--- src/rtl/jtag_bus_cmd_ctrl_if.sv ---
// Handshake/bus bundle for the JTAG bus command controller.
//   cmd_*    : command word in from the JTAG decode, cmd_ready back
//   rsp_*    : completion pulse, read data and timeout flag to DR capture
//   ipcore_* : single-word job request to the DMA engine and its idle flag
//   buffer   : second port of the shared word buffer (location 0 only)
//   cur_addr : address register, for debug/status capture
// slave modport = controller side, master modport = environment side.
interface jtag_bus_cmd_ctrl_if;
  logic        cmd_valid;
  logic        cmd_ready;
  logic [1:0]  cmd_opcode;
  logic        cmd_autoinc;
  logic [3:0]  cmd_byteEnable;
  logic [31:0] cmd_word;
  logic        rsp_valid;
  logic [31:0] rsp_data;
  logic        rsp_timeout;
  logic        ipcore_dataReady;
  logic        ipcore_readReady;
  logic [3:0]  ipcore_byteEnable;
  logic [31:0] ipcore_address_to_read;
  logic        ipcore_switch_ready;
  logic [8:0]  bufferAddress;
  logic [31:0] dataIn;
  logic        writeEnable;
  logic [31:0] dataOut;
  logic [31:0] cur_addr;

  modport slave (
    input  cmd_valid, cmd_opcode, cmd_autoinc, cmd_byteEnable, cmd_word,
    input  ipcore_switch_ready, dataOut,
    output cmd_ready, rsp_valid, rsp_data, rsp_timeout,
    output ipcore_dataReady, ipcore_readReady, ipcore_byteEnable, ipcore_address_to_read,
    output bufferAddress, dataIn, writeEnable, cur_addr
  );

  modport master (
    output cmd_valid, cmd_opcode, cmd_autoinc, cmd_byteEnable, cmd_word,
    output ipcore_switch_ready, dataOut,
    input  cmd_ready, rsp_valid, rsp_data, rsp_timeout,
    input  ipcore_dataReady, ipcore_readReady, ipcore_byteEnable, ipcore_address_to_read,
    input  bufferAddress, dataIn, writeEnable, cur_addr
  );
endinterface

--- src/rtl/jtag_bus_cmd_ctrl.sv ---
// JTAG bus command controller: accepts NOP/SETADDR/WRITE/READ command words,
// stages write data in buffer location 0, issues one single-word DMA job at a
// time, tracks it via ipcore_switch_ready and returns data/status.
// Ports: clock, reset (async active-low), bus (jtag_bus_cmd_ctrl_if.slave).
module jtag_bus_cmd_ctrl #(
  parameter int unsigned TIMEOUT_CYCLES = 1024,
  parameter int unsigned ADDR_INC       = 4
) (
  input  logic                      clock,
  input  logic                      reset,
  jtag_bus_cmd_ctrl_if.slave        bus
);

  localparam int unsigned CNT_W = $clog2(TIMEOUT_CYCLES + 1);
  localparam logic [CNT_W-1:0] CNT_LAST = CNT_W'(TIMEOUT_CYCLES - 1);

  localparam logic [1:0] OP_NOP     = 2'b00;
  localparam logic [1:0] OP_SETADDR = 2'b01;
  localparam logic [1:0] OP_WRITE   = 2'b10;
  localparam logic [1:0] OP_READ    = 2'b11;

  typedef enum logic [2:0] {
    S_IDLE, S_BUF_WR, S_ISSUE, S_WAIT_START, S_WAIT_DONE, S_BUF_RD, S_RESP
  } state_t;

  state_t            state;
  logic [CNT_W-1:0]  tcnt;
  logic [31:0]       addr_reg;
  logic              autoinc;
  logic [3:0]        be_q;
  logic              op_write;
  logic              op_mem;
  logic              rd_wait;

  logic              cmd_ready_q;
  logic              rsp_valid_q;
  logic [31:0]       rsp_data_q;
  logic              rsp_timeout_q;
  logic              data_ready_q;
  logic              read_ready_q;
  logic [3:0]        ip_be_q;
  logic [31:0]       ip_addr_q;
  logic              we_q;
  logic [31:0]       data_in_q;

  logic              tmo_c;
  assign tmo_c = (tcnt == CNT_LAST);

  assign bus.cmd_ready              = cmd_ready_q;
  assign bus.rsp_valid              = rsp_valid_q;
  assign bus.rsp_data               = rsp_data_q;
  assign bus.rsp_timeout            = rsp_timeout_q;
  assign bus.ipcore_dataReady       = data_ready_q;
  assign bus.ipcore_readReady       = read_ready_q;
  assign bus.ipcore_byteEnable      = ip_be_q;
  assign bus.ipcore_address_to_read = ip_addr_q;
  assign bus.bufferAddress          = 9'd0;
  assign bus.dataIn                 = data_in_q;
  assign bus.writeEnable            = we_q;
  assign bus.cur_addr               = addr_reg;

  // Command FSM with registered outputs; outputs change together with state.
  always_ff @(posedge clock or negedge reset) begin
    if (!reset) begin
      state         <= S_IDLE;
      tcnt          <= '0;
      addr_reg      <= '0;
      autoinc       <= 1'b0;
      be_q          <= '0;
      op_write      <= 1'b0;
      op_mem        <= 1'b0;
      rd_wait       <= 1'b0;
      cmd_ready_q   <= 1'b1;
      rsp_valid_q   <= 1'b0;
      rsp_data_q    <= '0;
      rsp_timeout_q <= 1'b0;
      data_ready_q  <= 1'b0;
      read_ready_q  <= 1'b0;
      ip_be_q       <= '0;
      ip_addr_q     <= '0;
      we_q          <= 1'b0;
      data_in_q     <= '0;
    end else begin
      case (state)
        S_IDLE: begin
          if (bus.cmd_valid) begin
            cmd_ready_q <= 1'b0;
            case (bus.cmd_opcode)
              OP_NOP: begin
                op_mem      <= 1'b0;
                rsp_valid_q <= 1'b1;
                state       <= S_RESP;
              end
              OP_SETADDR: begin
                addr_reg    <= bus.cmd_word;
                autoinc     <= bus.cmd_autoinc;
                op_mem      <= 1'b0;
                rsp_valid_q <= 1'b1;
                state       <= S_RESP;
              end
              OP_WRITE: begin
                be_q      <= bus.cmd_byteEnable;
                op_write  <= 1'b1;
                op_mem    <= 1'b1;
                we_q      <= 1'b1;
                data_in_q <= bus.cmd_word;
                state     <= S_BUF_WR;
              end
              default: begin // OP_READ
                be_q     <= bus.cmd_byteEnable;
                op_write <= 1'b0;
                op_mem   <= 1'b1;
                tcnt     <= '0;
                state    <= S_ISSUE;
              end
            endcase
          end
        end
        S_BUF_WR: begin
          we_q      <= 1'b0;
          data_in_q <= '0;
          tcnt      <= '0;
          state     <= S_ISSUE;
        end
        S_ISSUE: begin
          if (bus.ipcore_switch_ready) begin
            data_ready_q <= op_write;
            read_ready_q <= ~op_write;
            ip_addr_q    <= addr_reg;
            ip_be_q      <= be_q;
            tcnt         <= '0;
            state        <= S_WAIT_START;
          end else if (tmo_c) begin
            rsp_valid_q   <= 1'b1;
            rsp_timeout_q <= 1'b1;
            state         <= S_RESP;
          end else begin
            tcnt <= tcnt + 1'b1;
          end
        end
        S_WAIT_START: begin
          // Request is a single-cycle pulse regardless of how long we wait here.
          data_ready_q <= 1'b0;
          read_ready_q <= 1'b0;
          if (!bus.ipcore_switch_ready) begin
            tcnt  <= '0;
            state <= S_WAIT_DONE;
          end else if (tmo_c) begin
            rsp_valid_q   <= 1'b1;
            rsp_timeout_q <= 1'b1;
            state         <= S_RESP;
          end else begin
            tcnt <= tcnt + 1'b1;
          end
        end
        S_WAIT_DONE: begin
          if (bus.ipcore_switch_ready) begin
            if (op_write) begin
              rsp_valid_q <= 1'b1;
              state       <= S_RESP;
            end else begin
              rd_wait <= 1'b0;
              state   <= S_BUF_RD;
            end
          end else if (tmo_c) begin
            rsp_valid_q   <= 1'b1;
            rsp_timeout_q <= 1'b1;
            state         <= S_RESP;
          end else begin
            tcnt <= tcnt + 1'b1;
          end
        end
        S_BUF_RD: begin
          // First cycle presents address 0; dataOut is valid in the second.
          if (rd_wait) begin
            rsp_data_q  <= bus.dataOut;
            rsp_valid_q <= 1'b1;
            state       <= S_RESP;
          end
          rd_wait <= ~rd_wait;
        end
        S_RESP: begin
          rsp_valid_q   <= 1'b0;
          rsp_data_q    <= '0;
          rsp_timeout_q <= 1'b0;
          cmd_ready_q   <= 1'b1;
          if (autoinc && op_mem && !rsp_timeout_q) begin
            addr_reg <= addr_reg + 32'(ADDR_INC);
          end
          state <= S_IDLE;
        end
        default: begin
          cmd_ready_q <= 1'b1;
          state       <= S_IDLE;
        end
      endcase
    end
  end

endmodule

--- src/flat_wrapper.sv ---
// flat-port wrapper written by rule: the top's interface ports become plain ports
module jtag_bus_cmd_ctrl_flat 
#(
  parameter int unsigned TIMEOUT_CYCLES = 1024,
  parameter int unsigned ADDR_INC       = 4
)
  (clock, reset, bus_cmd_valid, bus_cmd_opcode, bus_cmd_autoinc, bus_cmd_byteEnable, bus_cmd_word, bus_ipcore_switch_ready, bus_dataOut, bus_cmd_ready, bus_rsp_valid, bus_rsp_data, bus_rsp_timeout, bus_ipcore_dataReady, bus_ipcore_readReady, bus_ipcore_byteEnable, bus_ipcore_address_to_read, bus_bufferAddress, bus_dataIn, bus_writeEnable, bus_cur_addr);
  jtag_bus_cmd_ctrl_if bus_i ();
  input  logic clock;
  input  logic reset;
  input wire logic [$bits(bus_i.cmd_valid)-1:0] bus_cmd_valid;
  input wire logic [$bits(bus_i.cmd_opcode)-1:0] bus_cmd_opcode;
  input wire logic [$bits(bus_i.cmd_autoinc)-1:0] bus_cmd_autoinc;
  input wire logic [$bits(bus_i.cmd_byteEnable)-1:0] bus_cmd_byteEnable;
  input wire logic [$bits(bus_i.cmd_word)-1:0] bus_cmd_word;
  input wire logic [$bits(bus_i.ipcore_switch_ready)-1:0] bus_ipcore_switch_ready;
  input wire logic [$bits(bus_i.dataOut)-1:0] bus_dataOut;
  output wire logic [$bits(bus_i.cmd_ready)-1:0] bus_cmd_ready;
  output wire logic [$bits(bus_i.rsp_valid)-1:0] bus_rsp_valid;
  output wire logic [$bits(bus_i.rsp_data)-1:0] bus_rsp_data;
  output wire logic [$bits(bus_i.rsp_timeout)-1:0] bus_rsp_timeout;
  output wire logic [$bits(bus_i.ipcore_dataReady)-1:0] bus_ipcore_dataReady;
  output wire logic [$bits(bus_i.ipcore_readReady)-1:0] bus_ipcore_readReady;
  output wire logic [$bits(bus_i.ipcore_byteEnable)-1:0] bus_ipcore_byteEnable;
  output wire logic [$bits(bus_i.ipcore_address_to_read)-1:0] bus_ipcore_address_to_read;
  output wire logic [$bits(bus_i.bufferAddress)-1:0] bus_bufferAddress;
  output wire logic [$bits(bus_i.dataIn)-1:0] bus_dataIn;
  output wire logic [$bits(bus_i.writeEnable)-1:0] bus_writeEnable;
  output wire logic [$bits(bus_i.cur_addr)-1:0] bus_cur_addr;
  assign bus_i.cmd_valid = bus_cmd_valid;
  assign bus_i.cmd_opcode = bus_cmd_opcode;
  assign bus_i.cmd_autoinc = bus_cmd_autoinc;
  assign bus_i.cmd_byteEnable = bus_cmd_byteEnable;
  assign bus_i.cmd_word = bus_cmd_word;
  assign bus_i.ipcore_switch_ready = bus_ipcore_switch_ready;
  assign bus_i.dataOut = bus_dataOut;
  assign bus_cmd_ready = bus_i.cmd_ready;
  assign bus_rsp_valid = bus_i.rsp_valid;
  assign bus_rsp_data = bus_i.rsp_data;
  assign bus_rsp_timeout = bus_i.rsp_timeout;
  assign bus_ipcore_dataReady = bus_i.ipcore_dataReady;
  assign bus_ipcore_readReady = bus_i.ipcore_readReady;
  assign bus_ipcore_byteEnable = bus_i.ipcore_byteEnable;
  assign bus_ipcore_address_to_read = bus_i.ipcore_address_to_read;
  assign bus_bufferAddress = bus_i.bufferAddress;
  assign bus_dataIn = bus_i.dataIn;
  assign bus_writeEnable = bus_i.writeEnable;
  assign bus_cur_addr = bus_i.cur_addr;
  jtag_bus_cmd_ctrl #(.TIMEOUT_CYCLES(TIMEOUT_CYCLES), .ADDR_INC(ADDR_INC)) u_core (.clock(clock), .reset(reset), .bus(bus_i));
endmodule
--- config.mk ---
export PLATFORM = sky130hd
export DESIGN_NAME = jtag_bus_cmd_ctrl_flat
export DESIGN_NICKNAME = d
export VERILOG_FILES = /design/src/rtl/jtag_bus_cmd_ctrl_if.sv /design/src/rtl/jtag_bus_cmd_ctrl.sv /design/src/flat_wrapper.sv
export SDC_FILE = /design/constraint.sdc
export NUM_CORES = 1
export LEC_CHECK = 0
export CORE_MARGIN = 2
export CORE_UTILIZATION = 47
export CTS_CLUSTER_SIZE = 12
export DETAILED_ROUTE_END_ITERATION = 6
export PLACE_DENSITY = 0.8
export SLEW_MARGIN = 10
export SYNTH_ARGS = -nofsm -noshare
export SYNTH_HDL_FRONTEND = slang
export SYNTH_SLANG_ARGS = --single-unit
--- constraint.sdc ---
create_clock -name clock -period 2.2 [get_ports clock]
set_clock_uncertainty 0.05 [all_clocks]
set_input_delay 0.44 -clock clock [delete_from_list [all_inputs] [get_ports clock]]
set_output_delay 0.44 -clock clock [all_outputs]
set_load 0.05 [all_outputs]
Word-level counts from Yosys, hierarchy flattened
Index checks and enable logic that the tools add are counted.
- register bits: 160
- output and inout port bits: 147
- input bits: 75
- eq/ne operators: 24
- bitwise operators: 4
- reductions and logical operators: 31
- add/sub/neg operators: 2
- mux-type cells: 52
- operators with widths (kind ; count):
    $mux 32 ; 6
    $pmux 32 s2 ; 3
    $mux 11 ; 6
    $pmux 11 s5 ; 1
    $add 32x3->32 const B ; 1
    $ne 2x2->1 const B ; 12
    $mux 1 ; 19
    $mux 3 ; 6
    $pmux 3 s6 ; 1
    $reduce_and 3->1 ; 5
    $pmux 1 s2 ; 6
    $reduce_and 2->1 ; 6
    $add 11x1->11 const B ; 1
    $eq 11x10->1 const B ; 1
    $reduce_bool 2->1 ; 5
    $eq 3x3->1 const B ; 3
    $reduce_and 4->1 ; 2
    $reduce_and 7->1 ; 1
    $eq 3x2->1 const B ; 2
    $pmux 1 s6 ; 1
    $pmux 3 s2 ; 1
    $reduce_bool 6->1 ; 1
    $reduce_bool 5->1 ; 1
    $reduce_or 5->1 ; 1
    15 further kinds ; 21

Logic depth before layout (Yosys ltp)
Gate-level depths: netlist of the first run.
- word-level depth: 5
- depth in mapped cells: 8
- depth with buffers taken out: 6

Worst setup path before layout of the first run
OpenSTA, ideal clock, no wires.
- path type: flip-flop to flip-flop
- from: register u_core.addr_reg[11], in the netlist u_core.bus.cur_addr[11]
- to: register u_core.addr_reg[29], in the netlist u_core.bus.cur_addr[29]
- arrival time: 2100 ps
- setup slack: -81 ps
- cell stages (with the launch flop): 7
- path through: dfrtp_1 -> buf_2 -> nand4_2 -> or3_1 -> or3_1 -> nor4_1 -> a211oi_1
- word-level cells in the longest chain between the ends: 3
- ends and longest elaborated chain (item ; line ; text):
    start, declared ; jtag_bus_cmd_ctrl.sv:28 ; logic [31:0] addr_reg;
    start signal, assigned ; jtag_bus_cmd_ctrl.sv:95 ; addr_reg <= bus.cmd_word;
    start signal, assigned ; jtag_bus_cmd_ctrl.sv:188 ; addr_reg <= addr_reg + 32'(ADDR_INC);
    $add 32x3->32 ; jtag_bus_cmd_ctrl.sv:188 ;
    $mux 32 ; jtag_bus_cmd_ctrl.sv:187 ; if (autoinc && op_mem && !rsp_timeout_q) begin
    $pmux 32 s2 ; jtag_bus_cmd_ctrl.sv:84 ; case (state)
No other way between the ends. The select of a mux whose other input is x is not followed.
A chain may end at the register's enable or synchronous reset.

Final worst setup path of the first run
- from: register u_core.addr_reg[29], in the netlist u_core.bus.cur_addr[29]
- to: output bus_cur_addr[29]
- RTL lines (item ; line ; text):
    end, declared ; flat_wrapper.sv:29 ; output wire logic [$bits(bus_i.cur_addr)-1:0] bus_cur_addr;
No word-level cell between the ends.

==> results of run 1 <==
==> where the power goes <==
group          total [W]  leakage, nW  switching [W]  internal (W)
sequential       0.00531         1.99        0.00106       0.00425
clock            0.00299        0.286        0.00121       0.00177
combinational     0.0106         2.45        0.00688       0.00373
total             0.0189         4.72        0.00916       0.00975
==> cells in the final DEF, fill, tap and decap left out, types with 4 or more instances in the layout <==
cell type and n:
buf_4 55, o31ai_1 7, or2_2 4, clkdlybuf4s50_1 180, nor2_1 36, o21ai_0 33, o22ai_1 8, buf_12 9
nor3_1 5, inv_1 11, and2_1 4, conb_1 9, nand3_1 59, a21oi_1 45, o22a_1 9, dlymetal6s2s_1 5
clkbuf_16 17, mux2_2 40, a31oi_1 7, nand2_1 120, a22o_1 33, a2bb2oi_1 4, and4_1 4, nand4_1 17
dlygate4sd2_1 20, or3_1 5, dfrtp_1 156, a22oi_1 4, and3_1 6
==> cell families (layout without fill, tap and decap cells) <==
family	after synthesis	after routing	synth area share, %
other	1	9	0.0508
AO/OA/AOI/OAI	181	181	16.6
multiplexers	43	43	6.51
flip-flops	160	160	54.3
AND/OR/NAND/NOR	279	279	17.7
buffers and inverters	67	314	4.34
adder cells (fa/ha/maj)	3	3	0.475
==> per-stage QoR <==
step                      instances  power [W]  setup slack (ns)  TNS (ns)  utilization (%)
final                          1200     0.0189            0.0611         0             70.1
after global routing           1200     0.0198           0.00277         0             70.1
after CTS                      1200     0.0190          0.000732         0             70.0
after floorplan                 742     0.0120           0.00392         0                -
after global placement         1167     0.0159           -0.0335   -0.0344             66.2
after detailed placement       1167     0.0161           -0.0990    -0.399             66.2
==> Yosys cell counts, types with 2 or more instances <==
cell	count	area (um2)
a211oi_1	2	15.0
a21boi_0	2	15.0
a21o_1	2	15.0
a21oi_1	47	235
a22o_1	33	289
a22oi_1	4	30.0
a2bb2oi_1	4	35.0
a311oi_1	3	26.3
a31oi_1	7	43.8
a41oi_1	3	26.3
and2_1	4	25.0
and3_1	6	37.5
and4_1	4	35.0
buf_1	4	15.0
buf_2	12	60.1
buf_4	10	75.1
buf_6	2	22.5
clkbuf_1	27	101
dfrtp_1	159	3980
ha_1	2	25.0
inv_1	11	41.3
mux2_2	40	450
mux2i_1	3	30.0
nand2_1	120	450
nand2b_1	3	18.8
nand3_1	59	295
nand4_1	17	106
nor2_1	37	139
nor2b_1	3	18.8
nor3_1	6	30.0
nor3_2	2	20.0
nor4_1	2	12.5
o211ai_1	3	22.5
o21ai_0	33	165
o21ai_1	2	10.0
o221ai_1	2	17.5
o22a_1	9	78.8
o22ai_1	8	50.1
o31ai_1	7	52.6
o32ai_1	2	17.5
or2_2	4	25.0
or3_1	5	31.3
==> registers in the layout, indices dropped and copies added (netlist names) <==
signal / count
u_core.rd_wait: 1
u_core.bus.rsp_valid: 1
u_core.state: 3
u_core.bus.rsp_timeout: 1
u_core.bus.ipcore_readReady: 1
u_core.op_mem: 1
u_core.tcnt: 11
u_core.bus.writeEnable: 1
u_core.op_write: 1
u_core.bus.ipcore_byteEnable: 4
u_core.bus.cmd_ready: 1
u_core.bus.ipcore_dataReady: 1
u_core.be_q: 4
u_core.bus.dataIn: 32
u_core.bus.ipcore_address_to_read: 32
u_core.autoinc: 1
u_core.bus.rsp_data: 32
u_core.bus.cur_addr: 32
==> per-layer routing <==
layer | wire length [um] | track usage, % | share of wire [%]
met5 | 0 | 0 | 0
met4 | 537 | 9.85 | 2.5
met3 | 2030 | 8.75 | 9.3
met2 | 10300 | 42.2 | 47
met1 | 8970 | 34.2 | 41
==> worst paths after layout <==
kind	end	slack, ns	cells after the start
setup / recovery	bus_cur_addr[29]	0.06	1
min in group asynchronous	u_core.bus.ipcore_address_to_read[23]	0.51	2
max in group asynchronous	u_core.bus.rsp_data[8]	0.93	3
hold reg to reg	u_core.bus.writeEnable	0.44	1
hold / removal	u_core.bus.writeEnable	0.44	1
setup reg to reg	u_core.bus.cur_addr[25]	0.12	6
==> repair_timing <==
action	CTS	global route
hold endpoints to repair	49	0
resized for setup	20	5
gates cloned	0	0
endpoints found under the setup margin	20	5
hold buffers	1	0
==> cell type report <==
cell class | instances | area [um2] | share of cell area (%)
multi-input cells | 515 | 3130 | 29.3
flip-flops and latches | 160 | 4010 | 37.5
repair buffers | 271 | 2650 | 24.8
clock inverters | 11 | 128 | 1.19
clock buffers | 21 | 470 | 4.40
well taps | 211 | 264 | 2.47
inverters | 11 | 41.3 | 0.386
==> results by group, run 1 <==
Timing
  • Max-slew violation count: 0
  • Max Freq: 468 MHz
  • Tcrit/Tclk final: between 90 and 100%
  • Slew headroom: between 50% and 60%
  • Least-Margin Pin Slew: 0.596 ns
  • RSZ-0062 raised after global routing: no
  • Crit path time final: 2.14 ns
  • Final hold vios: 0
  • Hold slack: 0.435 ns
  • Final setup vio count: 0

Placed design
  • Placed inst area: slightly above 10000 um2
  • Port Buffers: 212
  • Final HPWL DP: ~16000 um
  • Gpl congestion: 0.932

Setup path
  • Startpoint types: register
  • Worst Path Required: roughly 1.7 ns
  • Worst flop-to-flop path startpoint: u_core.state[0]
  • Slowest Stage Delay on Critical Path: 0.85 ns
  • Delay-heaviest family, CP: buffers and inverters
  • Critical Path Source: u_core.bus.cur_addr[29]
  • Crit-path cells: clkdlybuf4s50_1
  • CP Buf/Inv Count: 1
  • Crit path DAT: 1.65 ns
  • Kind of critical path: register to primary output
  • Slowest stage cell on the critical path: clkdlybuf4s50_1
  • Worst Path Max Fanout: 2
  • Kind of end point of the critical path: primary output

Finish
  • Nets@finish: 1053
  • Fraction of layout cells with a size suffix above 1: between 10% and 20%
  • Design area: 10700 um2
  • Area growth, synth to finish: 44.9%
  • Fill count: about 1100
  • N_diodes: 0

Detailed routing
  • Avg WL per Cell: 18.2 um
  • DRT iter0 DRCs: 492
  • Final ANT Viol Nets: 0
  • DR pass1 iterations: 6
  • Vias/cell: 5.66
  • Routed WL: around 22000 um
  • Drt drc: 0
  • Via Count: 6791

Hold path
  • Worst min-delay path class: register to register
  • Hold_sp: u_core.bus.writeEnable

CTS
  • Clk buf depth: 2
  • Clock slew at reported path FFs: 0.06 ns
  • Clock sink count: 160
  • CTS Buf Count: 17
  • CTS root buf: clkbuf_16
  • H-tree depth: 4
  • Worst-skew pair later-pin latency: 0.42 ns
  • # Post-CTS Setup Buffers: 0
  • CTS tree: built

Synth
  • Synth cell types: 61
  • Async SR Flop Fraction: 100%
  • Syn Inst Count: 734
  • Register bit count reported by yosys: 160
  • Register area share after synthesis: between 50% and 60%
  • Main flop type after synthesis: dfrtp_1
  • Cell area after synthesis: 7380 um2
  • Synth warnings: 0
  • Post-Syn Area per Cell: slightly above 10 um2
  • Post-synth EDFFs: 0

Floorplanning
  • Die W: approximately 130 um
  • Placeable Area: between 15000 and 20000 um2
  • Rows: 45
  • Full die area: 16700 um2
  • # IOs: 222
  • Initial Util: 48.4%
  • Die Span Y: ~130 um

Outcome
  • Status: complete, no violations

GRT
  • Gr ovfl total: 0
  • GRT Total Usage: 26.6%
  • Initial antenna violation count: 0
  • Pin count of the biggest net entering global routing: 56
  • Global-route wire length before repair: 34800 um
  • Vias in the first global route: 6649

Pwr
  • PwrDens: 1770 nW/um2
  • VDD IR-drop max: 0.938 mV
  • P_leak: 4.72 nW

Flow run
  • Maximum Capacitance Violations: 0
(Power assumes the default switching activity.)
==> run 2, diff against run 1 <==
--- a/config.mk
+++ b/config.mk
@@ -6,10 +6,10 @@
 export NUM_CORES = 1
 export LEC_CHECK = 0
 export CORE_MARGIN = 2
-export CORE_UTILIZATION = 47
+export CORE_UTILIZATION = 50
 export CTS_CLUSTER_SIZE = 12
 export DETAILED_ROUTE_END_ITERATION = 6
-export PLACE_DENSITY = 0.8
+export DONT_BUFFER_PORTS = 1
 export SLEW_MARGIN = 10
 export SYNTH_ARGS = -nofsm -noshare
 export SYNTH_HDL_FRONTEND = slang
==> run 2 against run 1 <==
  * The run now ends with hold timing left
  * Hold slack worse by 0.77 ns
  * Non-clock buffer count down 208
  * Flip-flop and latch count unchanged
  * Global-route usage down 1.6 points
  * Critical path depth up 5
  * Cell count down 20%
  * Highest routed layer unchanged
==> results by group, run 2 (same netlist as run 1, synthesis figures left out) <==
Outcome
  • Status: complete, but fails checks
  • Failing checks: hold timing

GRT
  • GRT Total Usage: between 20 and 30%
  • Gr ovfl total: 0
  • Initial antenna violation count: 0
  • Pin count of the biggest net entering global routing: 161
  • Global-route wire length before repair: 31800 um
  • Vias in the first global route: 5946

Timing
  • Slew headroom: 34.0%
  • Least-Margin Pin Slew: 0.989 ns
  • Hold slack: -0.337 ns
  • Max-slew violation count: 0
  • Crit path time final: 2.09 ns
  • Tcrit/Tclk final: a little over nine tenths
  • Max Freq: ~480 MHz
  • RSZ-0062 raised after global routing: no
  • Final setup vio count: 0
  • Setup_tns: 0 ns
  • Post-route setup slack: 0.114 ns
  • Final hold vios: 160

Detailed routing
  • Via Count: 5959
  • DR pass1 iterations: 7
  • Vias/cell: 6.18
  • Final ANT Viol Nets: 0
  • Drt drc: 0
  • DRT iter0 DRCs: around 540
  • Routed WL: 19700 um
  • Avg WL per Cell: 20.4 um

Placed design
  • Port Buffers: 0
  • Dpl cells: 926
  • Placed inst area: 7830 um2
  • Final HPWL DP: 13600 um
  • Gpl congestion: 0.878
  • Setup WS pre-CTS: 0.0197 ns

Floorplanning
  • # IOs: 222
  • Initial Util: 51.0%
  • Rows: 44
  • Full die area: approximately 16000 um2
  • Die W: 125 um
  • Die Span Y: roughly 130 um
  • Placeable Area: between 10000 and 15000 um2

Flow run
  • Maximum Capacitance Violations: 0

CTS
  • Worst-skew pair later-pin latency: 0.42 ns
  • CTS root buf: clkbuf_16
  • Clock slew at reported path FFs: roughly 0.06 ns
  • H-tree depth: 4
  • Clk buf depth: 2
  • CTS tree: built
  • CTS Buf Count: 17
  • Clock sink count: 160

Setup path
  • Startpoint types: register
  • Worst Path Max Fanout: 10
  • Crit path DAT: 2.34 ns
  • Kind of end point of the critical path: register
  • Worst Path Required: 2.46 ns
  • Kind of critical path: register to register

Finish
  • Area growth, synth to finish: 15.3%
  • Fill count: roughly 1200
  • Design area: 8510 um2
  • Multi-input combinational cell area: 3130 um2
  • Nets@finish: 845
  • Fraction of layout cells with a size suffix above 1: 19.7%
  • Most common cell after layout, fill and taps aside: dfrtp_1
  • Most frequent cells in the layout: 156 x dfrtp_1, 120 x nand2_1, 63 x buf_4, 59 x nand3_1, 45 x a21oi_1
  • Reg area: 4010 um2
  • Post-route insts no fill: 965
  • N_diodes: 0

Hold path
  • Worst min-delay path class: primary input to asynchronous set/reset pin
-- run 2: layer usage --
| layer | vias up | wire [um] | GRT usage (%) |
|---|---|---|---|
| met2 | 226 | 9870 | 41.5 |
| met5 | - | 0 | 0 |
| li1 | 2717 | - | - |
| met3 | 31 | 1540 | 8.22 |
| met1 | 2985 | 7960 | 31.7 |
| met4 | 0 | 283 | 6.93 |
-- run 2: final timing paths --
kind / slack (ns) / depth (start not counted) / endpoint / start
min in group clock: 0.07 / 2 / u_core.bus.rsp_data[12] / bus_dataOut[12]
min reg2reg: 0.43 / 2 / u_core.autoinc / u_core.autoinc
min: -0.34 / 0 / u_core.bus.writeEnable / reset
max: 0.11 / 6 / u_core.bus.cur_addr[17] / u_core.state[1]
max reg2reg: 0.11 / 6 / u_core.bus.cur_addr[17] / u_core.state[1]
max in group asynchronous: 2.13 / 0 / u_core.bus.cmd_ready / reset
-- run 2: what timing repair did --
item	4_1_cts	5_1_grt
resized for setup	0	0
endpoints found under the setup margin	0	5
buffers inserted	0	7
endpoints found under the hold margin	160	160
-- run 2: worst max-delay path, cell delays in order, from the launching register on --
cell and delay (ns):
dfrtp_1 0.42, or3_4 0.39, or3_1 0.47, o21ai_4 0.19, buf_4 0.18, nand2_1 0.04
a22o_1 0.22
-- run 2: layout make-up --
cell class	count	share of cell area, %
sequential	160	47.1
tap	184	2.71
clock buffer	20	5.48
timing repair buffer	63	5.56
multi-input combinational	515	36.8
clock inverter	12	1.85
inverter	11	0.485
-- run 2: per-stage QoR --
step	utilization [%]	hold WS, ns
global route	58.8	-0.358
CTS	58.4	-0.350
floorplan	-	0.0944
finish	58.8	-0.337
global placement	54.0	0.0981
detailed placement	54.0	0.0975
Power of run 2 is left out: the tool's default activity adds up to more than one toggle a clock period on the data nets, which glitch-free logic cannot reach.
